File: config.mk
export PLATFORM = sky130hd
export DESIGN_NAME = delta_order_responder_flat
export DESIGN_NICKNAME = d
export VERILOG_FILES = /design/src/rtl/delta_order_responder_pkg.sv /design/src/rtl/delta_order_responder_if.sv /design/src/rtl/delta_order_responder_alu.sv /design/src/rtl/delta_order_responder.sv /design/src/flat_wrapper.sv
export SDC_FILE = /design/constraint.sdc
export NUM_CORES = 1
export LEC_CHECK = 0
export ABC_AREA = 1
export CAP_MARGIN = 5
export CORE_MARGIN = 2
export CORE_UTILIZATION = 52
export CTS_CLUSTER_DIAMETER = 80
export CTS_CLUSTER_SIZE = 25
export DETAILED_ROUTE_END_ITERATION = 16
export HOLD_SLACK_MARGIN = 0.12
export PLACE_DENSITY = 0.79
export SLEW_MARGIN = 20
export SYNTH_ARGS = -nofsm -noshare
export SYNTH_HDL_FRONTEND = slang
export SYNTH_HIERARCHICAL = 1
export SYNTH_SLANG_ARGS = --single-unit
File: constraint.sdc
create_clock -name clk -period 3.1 [get_ports clk]
set_clock_uncertainty 0.15 [all_clocks]
set_input_delay 0.31 -clock clk [delete_from_list [all_inputs] [get_ports clk]]
set_output_delay 0.31 -clock clk [all_outputs]
set_load 0.03 [all_outputs]
File: src/rtl/delta_order_responder_pkg.sv
// Shared types and default constants for the delta-order responder.
package delta_order_pkg;

  typedef enum logic [1:0] {
    IDLE,
    EXEC,
    REPORT
  } state_t;

  localparam int unsigned DEF_X0  = 10;
  localparam int unsigned DEF_Y0  = 20;
  localparam int unsigned DEF_Z0  = 30;
  localparam int unsigned DEF_MUL = 10;
  localparam int unsigned DEF_ADD = 100;

endpackage

File: src/rtl/delta_order_responder_if.sv
// Trigger and result handshakes; master drives requests, slave is the responder.
interface delta_order_responder_if;

  logic trig_valid;
  logic trig_ready;
  logic res_valid;
  logic res_ready;

  modport master (
    output trig_valid,
    output res_ready,
    input  trig_ready,
    input  res_valid
  );

  modport slave (
    input  trig_valid,
    input  res_ready,
    output trig_ready,
    output res_valid
  );

endinterface

File: src/rtl/delta_order_responder_alu.sv
// Next-value unit: every output is computed from the old x/y/z only.
module delta_order_alu
  import delta_order_pkg::*;
#(
  parameter int unsigned W   = 8,
  parameter int unsigned X0  = DEF_X0,
  parameter int unsigned Y0  = DEF_Y0,
  parameter int unsigned Z0  = DEF_Z0,
  parameter int unsigned MUL = DEF_MUL,
  parameter int unsigned ADD = DEF_ADD
) (
  input  logic [W-1:0] x,
  input  logic [W-1:0] y,
  input  logic [W-1:0] z,
  input  logic         step,
  output logic [W-1:0] x_next,
  output logic [W-1:0] y_next,
  output logic [W-1:0] z_next,
  output logic [W-1:0] checksum_next
);

  localparam logic [W-1:0] SEED_X = W'(X0);
  localparam logic [W-1:0] SEED_Y = W'(Y0);
  localparam logic [W-1:0] SEED_Z = W'(Z0);
  localparam logic [W-1:0] K_MUL  = W'(MUL);
  localparam logic [W-1:0] K_ADD  = W'(ADD);

  always_comb begin
    x_next = SEED_X;
    y_next = SEED_Y;
    z_next = SEED_Z;
    if (step) begin
      x_next = y + z;
      y_next = x * K_MUL;
      z_next = x + K_ADD;
    end
    checksum_next = x_next ^ y_next ^ z_next;
  end

endmodule

File: src/rtl/delta_order_responder.sv
// Trigger-driven x/y/z update engine with one-cycle EXEC and a stallable REPORT.
module delta_order_responder
  import delta_order_pkg::*;
#(
  parameter int unsigned W     = 8,
  parameter int unsigned X0    = DEF_X0,
  parameter int unsigned Y0    = DEF_Y0,
  parameter int unsigned Z0    = DEF_Z0,
  parameter int unsigned MUL   = DEF_MUL,
  parameter int unsigned ADD   = DEF_ADD,
  parameter int unsigned CNT_W = 16
) (
  input  logic                 clk,
  input  logic                 rst,
  delta_order_responder_if.slave bus,
  output logic [W-1:0]         x,
  output logic [W-1:0]         y,
  output logic [W-1:0]         z,
  output logic                 step,
  output logic [CNT_W-1:0]     trig_cnt,
  output logic [W-1:0]         checksum
);

  state_t state, state_next;
  logic [W-1:0] x_n, y_n, z_n, chk_n;

  delta_order_alu #(
    .W   (W),
    .X0  (X0),
    .Y0  (Y0),
    .Z0  (Z0),
    .MUL (MUL),
    .ADD (ADD)
  ) u_alu (
    .x             (x),
    .y             (y),
    .z             (z),
    .step          (step),
    .x_next        (x_n),
    .y_next        (y_n),
    .z_next        (z_n),
    .checksum_next (chk_n)
  );

  always_ff @(posedge clk) begin
    if (rst) state <= IDLE;
    else     state <= state_next;
  end

  always_comb begin
    state_next = state;
    case (state)
      IDLE:    if (bus.trig_valid) state_next = EXEC;
      EXEC:    state_next = REPORT;
      REPORT:  if (bus.res_ready) state_next = IDLE;
      default: state_next = IDLE;
    endcase
  end

  always_comb begin
    bus.trig_ready = (state == IDLE);
    bus.res_valid  = (state == REPORT);
  end

  // Registers commit only at the end of EXEC, so REPORT always shows a stable step result.
  always_ff @(posedge clk) begin
    if (rst) begin
      x        <= '0;
      y        <= '0;
      z        <= '0;
      step     <= 1'b0;
      trig_cnt <= '0;
      checksum <= '0;
    end else if (state == EXEC) begin
      x        <= x_n;
      y        <= y_n;
      z        <= z_n;
      step     <= 1'b1;
      trig_cnt <= trig_cnt + 1'b1;
      checksum <= chk_n;
    end
  end

endmodule
File: src/flat_wrapper.sv
// flat-port wrapper written by rule: the top's interface ports become plain ports
module delta_order_responder_flat import delta_order_pkg::*;
#(
  parameter int unsigned W     = 8,
  parameter int unsigned X0    = DEF_X0,
  parameter int unsigned Y0    = DEF_Y0,
  parameter int unsigned Z0    = DEF_Z0,
  parameter int unsigned MUL   = DEF_MUL,
  parameter int unsigned ADD   = DEF_ADD,
  parameter int unsigned CNT_W = 16
)
  (clk, rst, x, y, z, step, trig_cnt, checksum, bus_trig_valid, bus_res_ready, bus_trig_ready, bus_res_valid);
  delta_order_responder_if bus_i ();
  input  logic clk;
  input  logic rst;
  output logic [W-1:0] x;
  output logic [W-1:0] y;
  output logic [W-1:0] z;
  output logic step;
  output logic [CNT_W-1:0] trig_cnt;
  output logic [W-1:0] checksum;
  input wire logic [$bits(bus_i.trig_valid)-1:0] bus_trig_valid;
  input wire logic [$bits(bus_i.res_ready)-1:0] bus_res_ready;
  output wire logic [$bits(bus_i.trig_ready)-1:0] bus_trig_ready;
  output wire logic [$bits(bus_i.res_valid)-1:0] bus_res_valid;
  assign bus_i.trig_valid = bus_trig_valid;
  assign bus_i.res_ready = bus_res_ready;
  assign bus_trig_ready = bus_i.trig_ready;
  assign bus_res_valid = bus_i.res_valid;
  delta_order_responder #(.W(W), .X0(X0), .Y0(Y0), .Z0(Z0), .MUL(MUL), .ADD(ADD), .CNT_W(CNT_W)) u_core (.clk(clk), .rst(rst), .bus(bus_i), .x(x), .y(y), .z(z), .step(step), .trig_cnt(trig_cnt), .checksum(checksum));
endmodule
Yosys cells after proc, flatten, opt, wreduce, memory -nomap -nowiden:

Index checks and enable logic that the tools add are counted.

* $add $sub $neg: 3
* multipliers: 1
* equal/unequal tests: 4
* muxes and demuxes: 6
* bitwise operators: 2
* reduce and logical (&&, ||, !) cells: 2

Operators with widths (number)
* $mux W8: 3
* $add A16 B1 Y16 const B: 1
* $xor A8 B8 Y8: 2
* $add A8 B7 Y8 const B: 1
* $add A8 B8 Y8: 1
* $mul A8 B3 Y7 const B: 1
* $pmux W2 S3: 1
* $mux W2: 2
* $ne A2 B2 Y1 const B: 2
* $eq A2 B1 Y1 const B: 1
* $eq A2 B2 Y1 const B: 1
* $logic_not A2 Y1: 1
* $reduce_and A2 Y1: 1

* register bits: 51
* logic and storage cells: 25

Longest topological paths before layout:

Gate-level depths: netlist of run 1.

* word-level depth: 4
* depth in mapped cells: 14

By module:

Netlist of run 1, hierarchy kept.

Modules (own cells, without submodules)
* delta_order_responder: instances 1, cells an instance 275, area each 2044.5 µm², sequential area each 1021.0 µm²
* delta_order_alu: instances 1, cells an instance 170, area each 1019.7 µm², sequential area each 0.0 µm²

Least setup slack after synthesis of run 1:

No wires, ideal clock.

* kind: flip-flop to flip-flop
* start: register u_core.x[3]
* end: register u_core.checksum[6]
* arrival time: 2.169 ns
* data required time: 2.834 ns
* path slack: 0.665 ns
* stages on the path, launching flop included: 12
* period minus slack after synthesis: 2.435 ns
* cell sequence: dfxtp_1 ha_1 ha_1 fa_1 xor2_1 nand2_1 xor2_1 inv_1 nand2_1 nand2_1 o21ai_0 nor2_1

* longest elaborated chain between the ends: 4
* elaborated cells on any way between the ends: 6

RTL lines
* start: declaration: line delta_order_responder.sv:16 `output logic [W-1:0] x,`
* start signal: assignment: line delta_order_responder.sv:75 `x <= x_n;`
* $mul A8 B3 Y7: line delta_order_responder_alu.sv:34 `y_next = x * K_MUL;`
* $mux W8: line delta_order_responder_alu.sv:32 `if (step) begin`
* $xor A8 B8 Y8: line delta_order_responder_alu.sv:37 `checksum_next = x_next ^ y_next ^ z_next;`
* $xor A8 B8 Y8 (*): line delta_order_responder_alu.sv:37
* via u_core.chk_n[6]: line delta_order_responder.sv:25 `logic [W-1:0] x_n, y_n, z_n, chk_n;`
* end signal: assignment: line delta_order_responder.sv:80 `checksum <= chk_n;`
* end: declaration: line delta_order_responder.sv:21 `output logic [W-1:0] checksum`

Mark *: on every way through the listed nets, which the timed path passes. The rest lies on a longest branch.
A chain may end at the register's enable or synchronous reset.

Worst setup path in the final report of run 1:

Ends and elaborated chain as after synthesis.

==> results of run 1 <==
==> placed cells by master, fill, tap and decap left out, types with 2 or more instances in the layout <==
cell type        Yosys  layout
nand2_1             74      74
nor2_2               6       6
xor2_1               4       4
o21bai_1             2       2
nor2_1             106     106
or2_1                2       2
dfxtp_1             51      51
fa_1                 2       2
nand3b_1             2       2
inv_2                2       2
nand4_1              8       8
clkdlybuf4s50_1      0      54
o21ai_0             40      40
a21oi_1              8       8
nor3_1               2       2
clkbuf_8             1       6
nand3_2              5       5
buf_4                6       5
ha_1                16      16
nand2_2              8       8
xnor3_1              2       2
xnor2_1              3       3
or2_2                2       2
inv_1               48      48
nor2_4               2       2
nand3_1             22      22
==> worst max-delay path, delay by kind of cell (launching register included) <==
family | cells | cell delay [ps]
compound gates | 1 | 160
xor+xnor | 2 | 330
fa+ha+maj | 3 | 890
buf+inv | 1 | 60
flops | 1 | 460
simple gates | 4 | 260
==> flip-flops by register name (all words and copies together) (netlist names) <==
register	cells
u_core/y	8
u_core/state	2
u_core/trig_cnt	16
u_core/checksum	8
u_core/step	1
u_core/x	8
u_core/z	8
==> synth_stat cells (3+ instances only) <==
| library cell | instances | share of area [%] |
|---|---|---|
| inv_1 | 48 | 5.9 |
| ha_1 | 16 | 6.5 |
| nor2_2 | 6 | 1.2 |
| dfxtp_1 | 51 | 33 |
| nand2_1 | 74 | 9.1 |
| nand3_1 | 22 | 3.6 |
| xor2_1 | 4 | 1.1 |
| xnor2_1 | 3 | 0.86 |
| nand3_2 | 5 | 1.6 |
| nor2_1 | 106 | 13 |
| buf_2 | 6 | 0.98 |
| o21ai_0 | 40 | 6.5 |
| nand2_2 | 8 | 1.6 |
| nand4_1 | 8 | 1.6 |
| buf_4 | 6 | 1.5 |
| a21oi_1 | 8 | 1.3 |
==> stage by stage <==
step	power, W	utilization [%]	hold slack (ps)	std cells
global route	0.00168	66.5	368	566
detailed placement	0.00112	64.4	326	558
floorplan	0.00101	-	313	445
global placement	0.00111	64.4	316	558
CTS	0.00160	66.5	346	566
finish	0.00159	66.5	342	566
==> power by group through the flow <==
stage | clock network [W] | registers, W | logic, W
floorplan | 0 | 0.000801 | 0.000205
global placement | 0 | 0.000742 | 0.000370
detailed placement | 0 | 0.000744 | 0.000375
CTS | 0.000497 | 0.000729 | 0.000378
global route | 0.000529 | 0.000735 | 0.000413
finish | 0.000487 | 0.000728 | 0.000377
==> kinds of logic (layout without fill, tap and decap cells) <==
logic type               count (synthesis)  in the layout  share of synthesized area, %
AND/OR/NAND/NOR                        243            243                          35.6
buffers and inverters                   69            118                          10.4
AO/OA/AOI/OAI                           54             54                          9.27
flip-flops                              51             51                          33.3
adder cells (fa/ha/maj)                 18             18                          7.84
XOR/XNOR                                 9              9                          3.47
other                                    1              1                         0.122
==> cell type report <==
cell class                      instances  share of cell area [%]
Tap cell                               72                    2.42
Inverter                               51                    5.27
Clock inverter                          2                   0.940
Multi-Input combinational cell        325                    46.3
Sequential cell                        51                    27.4
Clock buffer                            6                    2.22
Timing Repair Buffer                   59                    15.5
==> metal layers <==
| metal | vias to the layer above | routed length (um) | part of all wire, % | GRT usage [%] |
|---|---|---|---|---|
| li1 | 1499 | - | - | - |
| met1 | 1335 | 3070 | 44 | 27.6 |
| met3 | 12 | 335 | 4.8 | 5.11 |
| met2 | 69 | 3510 | 50 | 40.1 |
| met4 | 0 | 121 | 1.7 | 8.47 |
| met5 | - | 0 | 0 | 0 |
==> worst max path at each step <==
stage	end	slack (ps)	cells past startpoint
finish	u_core/checksum[6]$_SDFFE_PP0N_	680	11
global route	u_core/checksum[6]$_SDFFE_PP0N_	480	11
CTS	u_core/checksum[6]$_SDFFE_PP0N_	680	11
detailed placement	u_core/checksum[6]$_SDFFE_PP0N_	710	11
global placement	u_core/checksum[6]$_SDFFE_PP0N_	800	11
floorplan	u_core/checksum[6]$_SDFFE_PP0N_	670	11
==> impl_metrics.env, run 1 <==
export IMPL_grt_remaining_overflow=0
export IMPL_layout_nets=515
export IMPL_die_x_um=80.8
export IMPL_cpMostUsedCell="nand2_1"
export IMPL_dp_slack_ps=706
export IMPL_finalWorstSetupSlack_ps=684
export IMPL_cpMaxStageDelayCell="dfxtp_1"
export IMPL_setup_viol=0
export IMPL_timing_rr_end="u_core/checksum[6]$_SDFFE_PP0N_"
export IMPL_design_area_um2=3730
export IMPL_avgSynthCellArea_um2=6.89
export IMPL_cts_hold_buf=0
export IMPL_ctsResizeCount=0
export IMPL_crit_type="reg2reg"
export IMPL_switching_share_pct=30.7
export IMPL_vias_per_cell=5.15
export IMPL_ys_seq_area_share_pct=33.3
export IMPL_status="complete, no violations"
export IMPL_p_clk_share_pct=30.6
export IMPL_multi_input_area_um2=1720
export IMPL_grt_pass1_wl_um=11700
export IMPL_regArea_um2=1020
export IMPL_cellPowerDensity_nw_per_um2=427
export IMPL_cts_max_level=2
export IMPL_antenna_found_initial=0
export IMPL_crit_start="u_core/x[3]$_SDFFE_PP0N_"
export IMPL_p_int_w=0.00110
export IMPL_clock_sinks=51
export IMPL_drtPass1Iterations=5
export IMPL_slew_headroom_pct=41.0
export IMPL_dieHeight_um=80.8
export IMPL_p_comb_share_pct=23.7
export IMPL_rsz0062_at_grt="false"
export IMPL_cts_root_buf="clkbuf_8"
export IMPL_die_area_um2=6520
export IMPL_max_cap_viol_count=0
export IMPL_clk_pin_slew_worst_paths_ps=90
export IMPL_ys_async_sr_fraction_pct=0
export IMPL_timing_fmax_ghz=0.414
export IMPL_n_antenna_cell=0
export IMPL_placed_area_um2=3610
export IMPL_drc=0
export IMPL_layout_min_cycle_time_ps=2420
export IMPL_min_to="u_core/checksum[6]$_SDFFE_PP0N_"
export IMPL_core_area_um2=5610
export IMPL_worst_path_max_fanout=6
export IMPL_routed_wl_um=7030
export IMPL_finalSetupTns_ps=0
export IMPL_critical_path_max_stage_delay_ps=460
export IMPL_grt_use_total_pct=22.9
export IMPL_hold_viol_final=0
export IMPL_clockBufferDepth=2
export IMPL_fp_row_count=27
export IMPL_place_congestion=0.939
export IMPL_ios=55
export IMPL_vias=2915
export IMPL_clk_latency_ps=310
export IMPL_place_hpwl_um=5320
export IMPL_holdPathStages=2
export IMPL_ir_drop_v=0.000223
export IMPL_synth_nets=467
export IMPL_crit_required_ps=3150
export IMPL_area_delta_synth_final_pct=21.6
export IMPL_hold_class="reg2reg"
export IMPL_worstMarginPinSlew_ps=883
export IMPL_wire_per_inst_um=12.4
export IMPL_cts_tree="yes"
export IMPL_ys_warn_count=6
export IMPL_post_cts_buffers=0
export IMPL_crit_path_start_kind="register"
export IMPL_io_buffers=54
export IMPL_yosys_most_used_dff="dfxtp_1"
export IMPL_min_from="u_core/checksum[6]$_SDFFE_PP0N_"
export IMPL_ys_ff_latch=51
export IMPL_cp_cell_sequence="ha_1, ha_1, fa_1, xor2_1, nand2_1, xor2_1, inv_1, nand2_1, nand2_1, o21ai_0, nor2_1"
export IMPL_synth_edf_count=0
export IMPL_drt_iter0_drc=145
export IMPL_regToRegSetupSlack_ps=680
export IMPL_ant_nets=0
export IMPL_drive_gt1_share_pct=8.91
export IMPL_grt_pass1_vias=2684
export IMPL_seqPwrFrac_pct=45.7
export IMPL_yosysUniqueCellTypes=39
export IMPL_grt_max_degree=34
export IMPL_nFillCells=533
export IMPL_min_period_over_period_pct=77.9
export IMPL_netlist_instances=445
export IMPL_reg2reg_depth=11
export IMPL_regToRegStartpoint="u_core/x[3]$_SDFFE_PP0N_"
export IMPL_initial_core_util_pct=54.6
export IMPL_end_kind="register"
export IMPL_slew_viol_final=0
export IMPL_numCtsBuffers=5
export IMPL_p_leak_nw=1.66
export IMPL_critPathArrivalTime_ps=2460
export IMPL_syn_area_um2=3060
export IMPL_p_sw_w=0.000489
Note: power is estimated with default switching activity, not from simulation.
==> run 2: changes to the inputs <==
==> constraint.sdc (replaced) <==
create_clock -name clk -period 2.5 [get_ports clk]
set_clock_uncertainty 0.15 [all_clocks]
set_input_delay 0.25 -clock clk [delete_from_list [all_inputs] [get_ports clk]]
set_output_delay 0.25 -clock clk [all_outputs]
set_load 0.03 [all_outputs]
==> impl_metrics.env, run 2 (synthesis gave the netlist of run 1 again) <==
export IMPL_cts_hold_buf=0
export IMPL_die_area_um2=6520
export IMPL_min_period_over_period_pct=91.0
export IMPL_min_from="u_core/checksum[7]$_SDFFE_PP0N_"
export IMPL_numCtsBuffers=5
export IMPL_crit_start="u_core/x[1]$_SDFFE_PP0N_"
export IMPL_largest_register_ffs=16
export IMPL_cellPowerDensity_nw_per_um2=501
export IMPL_critPathArrivalTime_ps=2320
export IMPL_cp_cell_sequence="ha_1, ha_1, fa_1, xor2_1, nand2_1, xor2_1, inv_1, nand2_1, nand2_1, o21ai_0, nor2_1"
export IMPL_drtPass1Iterations=4
export IMPL_area_delta_synth_final_pct=21.6
export IMPL_crit_path_start_kind="register"
export IMPL_place_congestion=0.877
export IMPL_drc=0
export IMPL_cts_tree="yes"
export IMPL_critical_path_max_stage_delay_ps=380
export IMPL_cts_max_level=2
export IMPL_cp_depth=11
export IMPL_p_comb_share_pct=25.4
export IMPL_crit_required_ps=2550
export IMPL_worstMarginPinSlew_ps=669
export IMPL_switching_share_pct=33.2
export IMPL_design_area_um2=3730
export IMPL_end_kind="register"
export IMPL_status="complete, no violations"
export IMPL_path_buf_inv=1
export IMPL_grt_pass1_wl_um=11800
export IMPL_largest_register="u_core/trig_cnt"
export IMPL_p_clk_share_pct=26.5
export IMPL_wire_per_inst_um=12.3
export IMPL_max_cap_viol_count=0
export IMPL_ios=55
export IMPL_core_area_um2=5610
export IMPL_fp_row_count=27
export IMPL_nFillCells=515
export IMPL_layout_common_cells="nor2_1 (106), nand2_1 (74), clkdlybuf4s50_1 (54)"
export IMPL_clock_sinks=51
export IMPL_rsz0062_at_grt="false"
export IMPL_placed_area_um2=3630
export IMPL_clockBufferDepth=2
export IMPL_reg2reg_depth=11
export IMPL_cts_root_buf="clkbuf_8"
export IMPL_cpMaxStageDelayCell="fa_1"
export IMPL_die_x_um=80.8
export IMPL_drive_gt1_share_pct=9.66
export IMPL_ant_nets=0
export IMPL_clk_latency_ps=310
export IMPL_finalWorstSetupSlack_ps=225
export IMPL_slew_viol_final=0
export IMPL_drt_iter0_drc=142
export IMPL_n_antenna_cell=0
export IMPL_finalNonFillerCells=569
export IMPL_regToRegSetupSlack_ps=220
export IMPL_layout_min_cycle_time_ps=2280
export IMPL_grt_remaining_overflow=0
export IMPL_timing_rr_end="u_core/checksum[6]$_SDFFE_PP0N_"
export IMPL_timing_fmax_ghz=0.440
export IMPL_slew_headroom_pct=55.3
export IMPL_worst_path_max_fanout=5
export IMPL_clk_pin_slew_worst_paths_ps=100
export IMPL_grt_max_degree=34
export IMPL_final_common_cell="nor2_1"
export IMPL_seqPwrFrac_pct=48.2
export IMPL_ir_drop_v=0.000297
export IMPL_cpMostUsedCell="nand2_1"
export IMPL_dieHeight_um=80.8
export IMPL_hold_class="reg2reg"
export IMPL_place_hpwl_um=5330
export IMPL_routed_wl_um=7010
export IMPL_p_sw_w=0.000620
export IMPL_finalSetupTns_ps=0
export IMPL_setup_viol=0
export IMPL_initial_core_util_pct=54.6
export IMPL_vias=2876
export IMPL_dp_slack_ps=215
export IMPL_p_int_w=0.00125
export IMPL_p_leak_nw=1.65
export IMPL_cp_top_family="adder cells"
export IMPL_io_buffers=54
export IMPL_layout_nets=518
export IMPL_hold_viol_final=0
export IMPL_grt_use_total_pct=22.7
export IMPL_vias_per_cell=5.05
export IMPL_crit_type="reg2reg"
export IMPL_grt_pass1_vias=2688
export IMPL_cp_endpoint="u_core/checksum[6]$_SDFFE_PP0N_"
export IMPL_regToRegStartpoint="u_core/x[1]$_SDFFE_PP0N_"
export IMPL_place_inst=561
export IMPL_antenna_found_initial=0
run 2: changes by cell type in the layout (fill, tap and decap cells not counted), sizes merged:
cell / previous run / this run
bufinv: 1 / 0
clkinv: 1 / 0
clkbuf: 6 / 5
inv: 51 / 52
buf: 5 / 8
clkinvlp: 0 / 2
run 2: layout make-up:
| type | count | area [um2] | area share (%) |
|---|---|---|---|
| Timing Repair Buffer | 62 | 601 | 16.1 |
| Clock buffer | 5 | 68.8 | 1.85 |
| Inverter | 51 | 196 | 5.27 |
| Multi-Input combinational cell | 325 | 1720 | 46.3 |
| Tap cell | 72 | 90.1 | 2.42 |
| Clock inverter | 3 | 23.8 | 0.638 |
| Sequential cell | 51 | 1020 | 27.4 |
run 2: per-stage QoR:
step	hold WS (ps)	util (%)	total power, W
final	344	66.4	0.00187
after detailed placement	326	64.8	0.00139
after global placement	315	64.8	0.00138
after floorplan	253	-	0.00125
after CTS	348	66.4	0.00189
after global routing	365	66.4	0.00197
run 2: worst min path at each step:
stage	to	cells after the start
after floorplan	u_core/state[0]$_SDFFE_PP0P_	1
after global placement	u_core/checksum[7]$_SDFFE_PP0N_	2
after detailed placement	u_core/checksum[7]$_SDFFE_PP0N_	2
after CTS	u_core/checksum[2]$_SDFFE_PP0N_	2
after global routing	u_core/checksum[7]$_SDFFE_PP0N_	2
final	u_core/checksum[7]$_SDFFE_PP0N_	2
run 2: power by group through the flow:
stage	Clock [W]	Sequential, W	Combinational [W]
final	0.000494	0.000900	0.000473
after global routing	0.000538	0.000907	0.000523
after CTS	0.000511	0.000900	0.000475
after detailed placement	0	0.000919	0.000473
after global placement	0	0.000916	0.000468
after floorplan	0	0.000994	0.000254
run 2: worst min-delay path, cell delays in order (launching register included):
cell	delay, ps
dfxtp_1	340
nor2_1	50
nor2_1	80
run 2: repair_timing:
item | 4_1_cts | 5_1_grt
endpoints found under the setup margin | 0 | 1
gates resized for setup | 0 | 1
setup buffers | 0 | 0
run 2: layer usage:
layer  global-route usage [%]  up-vias  share of wire [%]
met5                        0        -                  0
met4                     5.25        0               0.79
met3                     3.89        6                4.3
met2                     41.0       70                 50
met1                     28.4     1296                 45
li1                         -     1504                  -
